[config.mk]
export PLATFORM = sky130hd
export DESIGN_NAME = ttc_cmd_tx
export DESIGN_NICKNAME = d
export VERILOG_FILES = /design/src/rtl/ttc_pkg.sv /design/src/rtl/ttc_frame_shifter.sv /design/src/rtl/ttc_cmd_tx.sv
export SDC_FILE = /design/constraint.sdc
export NUM_CORES = 1
export LEC_CHECK = 0
export ABC_CLOCK_PERIOD_IN_PS = 2200
export CAP_MARGIN = 30
export CORE_MARGIN = 3
export CORE_UTILIZATION = 52
export DETAILED_ROUTE_END_ITERATION = 10
export PLACE_DENSITY = 0.76
export SETUP_SLACK_MARGIN = 0.3
export SLEW_MARGIN = 20
export SYNTH_ARGS = -nofsm -noshare
export SYNTH_HDL_FRONTEND = slang
export SYNTH_SLANG_ARGS = --single-unit
[constraint.sdc]
create_clock -name clk160 -period 2.2 [get_ports clk160]
set_clock_uncertainty 0.05 [all_clocks]
set_input_delay 0.44 -clock clk160 [delete_from_list [all_inputs] [get_ports clk160]]
set_output_delay 0.44 -clock clk160 [all_outputs]
set_load 0.02 [all_outputs]
[src/rtl/ttc_pkg.sv]
// Shared TTC link definitions: frame width, sync and idle
// patterns, and the transmitter state encoding.
package ttc_pkg;

    localparam int FRAME_W = 16;

    localparam logic [FRAME_W-1:0] SYNC_PATTERN = 16'h817E;
    localparam logic [FRAME_W-1:0] NOOP_PATTERN = 16'h6969;

    typedef enum logic {
        INIT = 1'b0,
        RUN  = 1'b1
    } tx_state_t;

endpackage

[src/rtl/ttc_frame_shifter.sv]
// MSB-first frame serializer: parallel load on strobe,
// shift left one bit per clk160 otherwise.
module ttc_frame_shifter
    import ttc_pkg::*;
(
    input  logic               clk160,
    input  logic               rst,
    input  logic               load,
    input  logic [FRAME_W-1:0] frame,
    output logic               msb
);

    logic [FRAME_W-1:0] sr;

    // load a new frame or move the next bit into the MSB
    always_ff @(posedge clk160) begin
        if (rst) begin
            sr <= '0;
        end else if (load) begin
            sr <= frame;
        end else begin
            sr <= {sr[FRAME_W-2:0], 1'b0};
        end
    end

    assign msb = sr[FRAME_W-1];

endmodule

[src/rtl/ttc_cmd_tx.sv]
// TTC command link transmitter: INIT syncs, then data/NOOP
// frames with a forced sync slot. Stats: TTC_TX_STATS_EN.
module ttc_cmd_tx
    import ttc_pkg::*;
#(
    parameter int SYNC_INTERVAL = 32,
    parameter int INIT_SYNCS    = 4
) (
    input  logic               clk160,
    input  logic               rst,
    input  logic [FRAME_W-1:0] data_in,
    input  logic               word_valid,
    output logic               word_ready,
    output logic               dataout,
    output logic               frame_start
`ifdef TTC_TX_STATS_EN
    ,
    output logic [31:0]        frames_data,
    output logic [31:0]        frames_sync
`endif
);

    localparam int BC_W = $clog2(FRAME_W);
    localparam int SC_W = (SYNC_INTERVAL > 2) ? $clog2(SYNC_INTERVAL) : 1;
    localparam int IC_W = $clog2(INIT_SYNCS + 1);

    localparam logic [BC_W-1:0] BIT_TOP   = BC_W'(FRAME_W - 1);
    localparam logic [SC_W-1:0] SYNC_LAST = SC_W'(SYNC_INTERVAL - 1);
    localparam logic [IC_W-1:0] INIT_LAST = IC_W'(INIT_SYNCS - 1);

    tx_state_t          state;
    logic [BC_W-1:0]    bit_cnt;
    logic [SC_W-1:0]    sync_cnt;
    logic [IC_W-1:0]    init_cnt;
    logic               first;
    logic               load;
    logic               force_sync;
    logic [FRAME_W-1:0] frame;

    assign load       = first || (bit_cnt == '0);
    assign force_sync = (state == INIT) || (sync_cnt == SYNC_LAST);

    // a slot is offered only at a RUN load that is not owed to a sync
    assign word_ready = !rst && (state == RUN) && load &&
                        (sync_cnt != SYNC_LAST);

    // pick the frame for the next slot
    always_comb begin
        frame = NOOP_PATTERN;
        if (force_sync) begin
            frame = SYNC_PATTERN;
        end else if (word_valid) begin
            frame = data_in;
        end
    end

    // bit timing, sync spacing and INIT->RUN sequencing
    always_ff @(posedge clk160) begin
        if (rst) begin
            state       <= INIT;
            bit_cnt     <= BIT_TOP;
            sync_cnt    <= '0;
            init_cnt    <= '0;
            first       <= 1'b1;
            frame_start <= 1'b0;
        end else begin
            first       <= 1'b0;
            frame_start <= load;
            if (load) begin
                bit_cnt <= BIT_TOP;
                if (force_sync) begin
                    sync_cnt <= '0;
                end else begin
                    sync_cnt <= sync_cnt + 1'b1;
                end
                if (state == INIT) begin
                    init_cnt <= init_cnt + 1'b1;
                    if (init_cnt == INIT_LAST) begin
                        state <= RUN;
                    end
                end
            end else begin
                bit_cnt <= bit_cnt - 1'b1;
            end
        end
    end

    ttc_frame_shifter u_shifter (
        .clk160 (clk160),
        .rst    (rst),
        .load   (load),
        .frame  (frame),
        .msb    (dataout)
    );

`ifdef TTC_TX_STATS_EN
    // count loaded frames by type; wraps naturally at 2^32
    always_ff @(posedge clk160) begin
        if (rst) begin
            frames_data <= '0;
            frames_sync <= '0;
        end else if (load) begin
            if (force_sync) begin
                frames_sync <= frames_sync + 1'b1;
            end else if (word_valid) begin
                frames_data <= frames_data + 1'b1;
            end
        end
    end
`endif

endmodule

Yosys cells after proc, flatten, opt, wreduce, memory -nomap -nowiden. Cells that the tools add are included.

Add/subtract/negate cells: 3. Eq/ne operators: 3. Multiplexer cells: 7. Bitwise operators: 2. Reductions and logical operators: 10.

Operator list (number): 16-bit two-way mux (3); 5-bit by 1-bit adder with 5-bit output, second input constant (1); 5-bit == test, second input constant (1); 5-bit two-way mux (1); 5-bit inequality test, second input constant (1); 4-bit logical NOT (1); 4-bit by 1-bit subtractor with 4-bit output, second input constant (1); 3-bit by 1-bit adder with 3-bit output, second input constant (1); 3-bit by 2-bit == test with 1-bit output, second input constant (1); 1-bit logical AND (3); 1-bit two-way mux (3); 3-bit OR reduction (1); 1-bit logical OR (2); 1-bit NOT (2); 2-bit AND reduction (1); 2-bit OR reduction (1); 1-bit logical NOT (1).

Register bits after elaboration: 31. Input port bits: 19. Output and inout port bits: 3. Logic and storage cells: 33.

Depth between registers and ports, before layout. Gate-level depths: netlist of the first run.

Depth in word-level cells: 4. Mapped depth: 7. Depth with buffers taken out: 6.

Cells and area by module. From an unflattened synthesis of the first run, not the netlist that was laid out.

Cell total of the unflattened synthesis: 152. Area, all modules: 1392.6 sq um.

Modules (own cells, without submodules): ttc_cmd_tx (instances 1, cells an instance 102, area an instance 819.5 sq um, seq. area each 300.3 sq um); ttc_frame_shifter (instances 1, cells an instance 50, area an instance 573.0 sq um, seq. area each 320.3 sq um).

Least setup slack after synthesis of the first run. Ideal clock, no wire load.

Path kind: reg-to-output. From: register sync_cnt[0]. To: output port word_ready. Arrival time: 1.691 ns. Required time: 1.710 ns. Path slack: 0.019 ns. Stages on the path, launching flop included: 7. Buffers on the path: 1. Cell sequence: dfxtp_1 > ha_1 > and3_1 > ha_1 > nand2b_1 > clkbuf_1 > nor3_1.

Cells in the longest elaborated chain, start to end: 2.

RTL lines: from (decl) (line ttc_cmd_tx.sv:33) `logic [SC_W-1:0] sync_cnt;`; from (signal assigned) (line ttc_cmd_tx.sv:74) `sync_cnt <= sync_cnt + 1'b1;`; 5-bit inequality test (line ttc_cmd_tx.sv:45) `(sync_cnt != SYNC_LAST);`; 1-bit logical AND (line ttc_cmd_tx.sv:44) `assign word_ready = !rst && (state == RUN) && load &&`; to (decl) (line ttc_cmd_tx.sv:13) `output logic word_ready,`.

Every way passes these cells.

Worst setup path after layout of the first run. Same ends and word-level chain as after synthesis.

==> results of run 1 <==
## cells in the final DEF, fill, tap and decap left out, drive strengths merged, types with 3 or more instances in the layout
| cell | count |
|---|---|
| o2111ai | 4 |
| dfxtp | 31 |
| clkbuf | 8 |
| nor2 | 8 |
| nand3 | 12 |
| ha | 5 |
| nand2b | 3 |
| clkdlybuf4s50 | 20 |
| a21oi | 17 |
| a211oi | 8 |
| buf | 11 |
| o221ai | 3 |
| inv | 7 |
| nor3 | 12 |
| o211ai | 3 |
| nand2 | 5 |
## how the worst min path moves through the flow
stage | to | depth (start not counted)
2_1_floorplan | bit_cnt[0] | 1
3_3_place_gp | bit_cnt[0] | 1
3_5_place_dp | bit_cnt[0] | 1
4_1_cts | bit_cnt[0] | 1
5_1_grt | bit_cnt[0] | 1
6_report | bit_cnt[0] | 1
## metal layers
layer	wire length, um	GRT usage [%]
met1	1370	24.6
met2	1650	37.0
met3	136	7.01
met4	46	10.3
met5	0	0
## stage by stage
step / hold WS [ps] / utilization (%) / total power, mW / instances / area (um2)
final: 363 / 75.1 / 1.08 / 205 / 1760
after global routing: 391 / 75.1 / 1.13 / 205 / 1760
after CTS: 362 / 73.7 / 1.09 / 204 / 1720
after detailed placement: 339 / 69.5 / 0.712 / 196 / 1630
after global placement: 329 / 69.5 / 0.707 / 196 / 1630
after floorplan: 321 / - / 0.658 / 151 / 1380
## logic make-up (layout without fill, tap and decap cells)
group                      after synthesis  after routing
muxes                                    2              2
buffers and inverters                   21             47
DFF                                     31             31
xor gates and xnor gates                 2              2
and+or+nand+nor                         47             47
adders and majority gates                5              5
AOI/OAI and AO/OA                       43             43
## area by class of cell
cell class	count	area, um2
clock buffers	8	68.8
fillers	192	582
inverters	8	33.8
multi-input cells	99	711
repair buffers	31	287
flip-flops and latches	31	623
well taps	28	35.0
## sequential cells by signal (all words and copies together) (netlist names)
signal and cells:
state 1, bit_cnt 4, u_shifter.sr 16, frame_start 1, first 1, init_cnt 3
sync_cnt 5
## power groups by stage
| stage | combinational, mW | sequential (mW) | clock (mW) |
|---|---|---|---|
| global placement | 0.106 | 0.601 | 0 |
| global route | 0.123 | 0.592 | 0.416 |
| floorplan | 0.0551 | 0.603 | 0 |
| CTS | 0.111 | 0.589 | 0.389 |
| finish | 0.113 | 0.589 | 0.377 |
| detailed placement | 0.110 | 0.602 | 0 |
## timing repair
action,in CTS,in global routing
pin swaps,2,1
endpoints found under the setup margin,1,4
resized for setup,12,6
buffers inserted,0,1
==> results.toml, run 1 <==
[worst_setup_path]
critPathLaunch = "sync_cnt[0]"
crit_arrival_ps = 1620
r2r-start = "bit_cnt[0]"
endpoint = "word_ready"
crit_type = "reg2out"
reg2reg_to = "init_cnt[0]"
cpPeakStageDelay_ps = 350
critPathBufInv = 1
critPathCaptureType = "primary output"
crit_fanout = 3
rrSetupSlack_ps = 430
reg2reg_depth = 5
worst_setup_path_start_kind = "flip-flop"
cp_cell_sequence = "ha_4, and3_4, ha_4, nand2b_4, nor3_4, buf_6"
crit_slowest_cell = "dfxtp_2"
worst-path-stages = 6
worstPathRequired_ps = 1710
crit_family = "simple AND/OR/NAND/NOR gates"
cpMostUsedCell = "ha_4"

[worst_hold_path]
hold_path.class = "reg2reg"
hold_start = "bit_cnt[0]"

[sta]
timing.fmax_mhz = 474
setup_tns_ps = 0
hold_violations = 0
tightest_slew_ps = 377
slew_headroom_pct = 74.8
drv_slew = 0
fin_ws_ps = 88.8
setup_viol = 0
timing.final.crit_share_pct = 96.0
min_period_ps = 2110
rsz0062_at_grt = "yes"

[pwr]
p_per_area_nw_per_um2 = 614
comb_power_share_pct = 10.4
p_int_uw = 826
p_seq_share_pct = 54.6
pwr-share-clk_pct = 35.0
leakagePower_nw = 0.660
p_sw_uw = 254
swShare_pct = 23.5
peakVddDrop_uv = 527

[synthesis]
synth_top_family_by_area = "compound AO/OA/AOI/OAI gates"
ys_seq_area_share_pct = 45.5
ys.flop_type = "dfxtp_1"
synth_nets = 175
synth.most_common_cell = "dfxtp_1"
synth_cell_types = 35
yosysTopAreaCellShare_pct = 45.5
synthTopCellsByCount = "dfxtp_1 (31), a21oi_1 (15), nand3_1 (12), nor3_1 (12)"
ys_async_sr_fraction_pct = 0
muxShareOfSynthArea_pct = 1.56
ys_ff_latch = 31
synth_compound_area_share_pct = 22.5
synth_xor_area_share_pct = 1.29
syn_inst = 151
synth_area_um2 = 1360
synth_warnings = 0
synthAdderAreaFrac_pct = 4.59
synth_area_per_cell_um2 = 9.02
yosysTopAreaCell = "dfxtp_1"
yosys.area_share.simple_pct = 17.8
synth_edf_count = 0
synth.area.top_cells = "dfxtp_1 (46%), a21oi_1 (5.5%), ha_1 (4.6%)"

[detailed_routing]
first_pass_iters = 4
routed_wl_um = 3210
drt-vias-per-instance = 6.04
wire_per_inst_um = 15.7
vias = 1239
drc = 0
drt-initial-drc-count = 58
antenna_left = 0

[cts]
htree_levels = 2
cts_tree = "yes"
worstSkewPairLatency_ps = 330
clock-sinks = 31
root_buffer = "clkbuf_4"
cts_buffers = 5
clk_pin_slew_ps = 90
hold_buffers = 0
cts_buffer_depth = 2

[placed_design]
dp_hpwl_um = 2110
gp_congestion = 0.730
place_ws_ps = -140
port_buffers = 21

[floorplanning]
core_um2 = 2340
rows = 17
initial_core_util_pct = 58.2
die_h_um = 57.2
dieArea_um2 = 3270
top_level_ports = 22
die_w_um = 57.2

[finish]
synthToLayoutAreaGrowth_pct = 29.0
layout-drive-gt1-share_pct = 17.5
fin_nets = 200
diodes = 0

[global_route]
gr-total-overflow = 0
grtUsageTotal_pct = 21.8
antenna_found_initial = 0
grt_pass1_wl_um = 5440
grt_max_degree = 33
grt_pass1_vias = 1212

[status]
outcome = "complete, no violations"

[job]
cap_violations = 0
No activity file was read; power rests on OpenSTA's default activity.
==> inputs of run 2 (changes only) <==
--- a/config.mk
+++ b/config.mk
@@ -5,13 +5,15 @@
 export SDC_FILE = /design/constraint.sdc
 export NUM_CORES = 1
 export LEC_CHECK = 0
+export ABC_AREA = 1
 export ABC_CLOCK_PERIOD_IN_PS = 2200
 export CAP_MARGIN = 30
+export CELL_PAD_IN_SITES_DETAIL_PLACEMENT = 0
+export CELL_PAD_IN_SITES_GLOBAL_PLACEMENT = 1
 export CORE_MARGIN = 3
-export CORE_UTILIZATION = 52
+export CORE_UTILIZATION = 38
 export DETAILED_ROUTE_END_ITERATION = 10
 export PLACE_DENSITY = 0.76
-export SETUP_SLACK_MARGIN = 0.3
 export SLEW_MARGIN = 20
 export SYNTH_ARGS = -nofsm -noshare
 export SYNTH_HDL_FRONTEND = slang
==> run 2 against run 1 <==
Against the previous run:
- hold slack gained 8.4 ps
- critical endpoint unchanged
- die area grew 34%
- largest power group unchanged
- setup slack gained 53 ps
==> results.toml, run 2 <==
[finish]
design_area_um2 = 1690
top_register = "u_shifter.sr"
layout-drive-gt1-share_pct = 15.0
top_regs = "u_shifter.sr: 16 flops, sync_cnt: 5 flops, bit_cnt: 4 flops"
final_common_cell = "nand2_1"
final_cell_mix = "nand2_1 (39), dfxtp_1 (31), nor2_1 (25)"
fin_nets = 230
diodes = 0
synthToLayoutAreaGrowth_pct = 22.7
fillers = 358
largest_reg_flops = 16

[worst_setup_path]
rrSetupSlack_ps = 520
endpoint = "word_ready"
crit_type = "reg2out"
r2r-start = "sync_cnt[1]"
worst_setup_path_start_kind = "flip-flop"
crit_family = "adder cells"
reg2reg_to = "u_shifter.sr[6]"
crit_fanout = 3
critPathCaptureType = "primary output"
crit_slowest_cell = "dfxtp_1"
worst-path-stages = 8
critPathBufInv = 2
worstPathRequired_ps = 1710
cpPeakStageDelay_ps = 340
cp_cell_sequence = "ha_1, nand2_1, nor2_1, ha_1, inv_1, nand2_2, nor2_1, buf_2"
critPathLaunch = "sync_cnt[1]"
crit_arrival_ps = 1570
reg2reg_depth = 11

[detailed_routing]
antenna_left = 0
dr_wl_met2_um = 1360
drt-initial-drc-count = 63
drt-vias-per-instance = 4.63
routed_wl_um = 2790
met1Wirelength_um = 1220
wire_per_inst_um = 11.1
vias = 1168
first_pass_iters = 4
drc = 0
route.met3.wl_um = 136
maxUsedRoutingLayer = "met4"

[synthesis]
ys_ff_latch = 31
ys.flop_type = "dfxtp_1"
synth_area_per_cell_um2 = 7.67
synth_nets = 203
synth.most_common_cell = "nand2_1"
yosysTopAreaCell = "dfxtp_1"
synth_xor_area_share_pct = 1.28
synthAdderAreaFrac_pct = 4.55
muxShareOfSynthArea_pct = 0
yosys.area_share.simple_pct = 27.0
synth_warnings = 0
ys_async_sr_fraction_pct = 0
ys_seq_area_share_pct = 45.2
yosysTopAreaCellShare_pct = 45.2
synth.area.top_cells = "dfxtp_1 (45%), nand2_1 (11%), a21oi_1 (6.9%)"
synth_area_um2 = 1370
synth_top_family_by_area = "simple AND/OR/NAND/NOR gates"
synth_compound_area_share_pct = 12.1
synthTopCellsByCount = "nand2_1 (39), dfxtp_1 (31), nor2_1 (25)"
synth_edf_count = 0
syn_inst = 179
synth_cell_types = 21

[pwr]
fin_total_pwr_mw = 1.05
leakagePower_nw = 0.722
peakVddDrop_uv = 302
p_per_area_nw_per_um2 = 622

[cts]
clock-sinks = 31
worstSkewPairLatency_ps = 330
htree_levels = 2
postCtsSetupBuffers = 0
clk_pin_slew_ps = 100
cts_tree = "yes"
cts_buffer_depth = 2
cts_buffers = 5
root_buffer = "clkbuf_4"

[floorplanning]
die_w_um = 66.1
core_um2 = 3420
rows = 21
die_h_um = 66.1
dieArea_um2 = 4370
initial_core_util_pct = 40.2
top_level_ports = 22

[sta]
tightest_slew_ps = 393
whs_ps = 371
hold_violations = 0
setup_viol = 0
min_period_ps = 2060
slew_headroom_pct = 73.7
drv_slew = 0
fin_ws_ps = 142
rsz0062_at_grt = "no"
timing.final.crit_share_pct = 93.6
timing.fmax_mhz = 486

[placed_design]
dp_hpwl_um = 2000
place_ws_ps = -56.5
gp_congestion = 0.761
port_buffers = 21
placed_area_um2 = 1630

[global_route]
gr-total-overflow = 0
grtUsageTotal_pct = 14.4
antenna_found_initial = 0
grt_pass1_wl_um = 4700
grt_max_degree = 21
grt_pass1_vias = 1126

[job]
cap_violations = 0

[status]
outcome = "complete, no violations"

[worst_hold_path]
hold_start = "bit_cnt[0]"
hold_path.class = "reg2reg"
## run 2: repair_timing
action,CTS,global route
hold buffers,0,0
pin swaps,0,0
gates cloned,0,0
setup endpoints to repair,1,1
resized for setup,3,1
## run 2: layer usage
metal / vias up / GRT usage (%)
li1: 616 / -
met2: 20 / 24.3
met1: 527 / 15.6
met4: 0 / 6.85
met3: 5 / 5.61
met5: - / 0
## run 2: through the flow
stage	instances	TNS [ps]	util (%)
after floorplan	179	0	-
after global placement	245	-74.2	47.8
after detailed placement	245	-56.5	47.8
after CTS	252	0	49.5
after global routing	252	0	49.3
final	252	0	49.3
## run 2: cell type report
cell class / instances / area [um2] / area share [%]
Sequential cell: 31 / 621 / 36.8
Clock inverter: 1 / 5.00 / 0.297
Tap cell: 46 / 57.6 / 3.41
Timing Repair Buffer: 29 / 265 / 15.7
Clock buffer: 6 / 51.3 / 3.04
Multi-Input combinational cell: 121 / 618 / 36.7
Inverter: 18 / 67.6 / 4.01
## run 2: how the worst min path moves through the flow
stage | end | depth (start not counted) | slack, ps
6_report | bit_cnt[0] | 1 | 370
5_1_grt | u_shifter.sr[3] | 2 | 410
4_1_cts | bit_cnt[0] | 1 | 370
3_5_place_dp | bit_cnt[0] | 1 | 350
3_3_place_gp | bit_cnt[0] | 1 | 340
2_1_floorplan | bit_cnt[0] | 1 | 330
## run 2: power by group
group | leakage (nW) | switching, mW | total (mW) | internal [mW]
clock network | 0.0341 | 0.188 | 0.336 | 0.148
logic | 0.434 | 0.0593 | 0.121 | 0.0616
registers | 0.254 | 0.00830 | 0.591 | 0.583
## run 2: worst reg2reg max path: cells and delay by family, from the launching register on
family | cells | cell delay, ps
AO/OA/AOI/OAI | 1 | 60
buffers and inverters | 3 | 340
flip-flops | 1 | 340
adder cells (fa/ha/maj) | 2 | 350
AND/OR/NAND/NOR | 5 | 440
## run 2: logic make-up after synthesis
logic type,count (synthesis)
and+or+nand+nor,86
DFF,31
AOI/OAI and AO/OA,28
buffers and inverters,27
adders and majority gates,5
xor gates and xnor gates,2
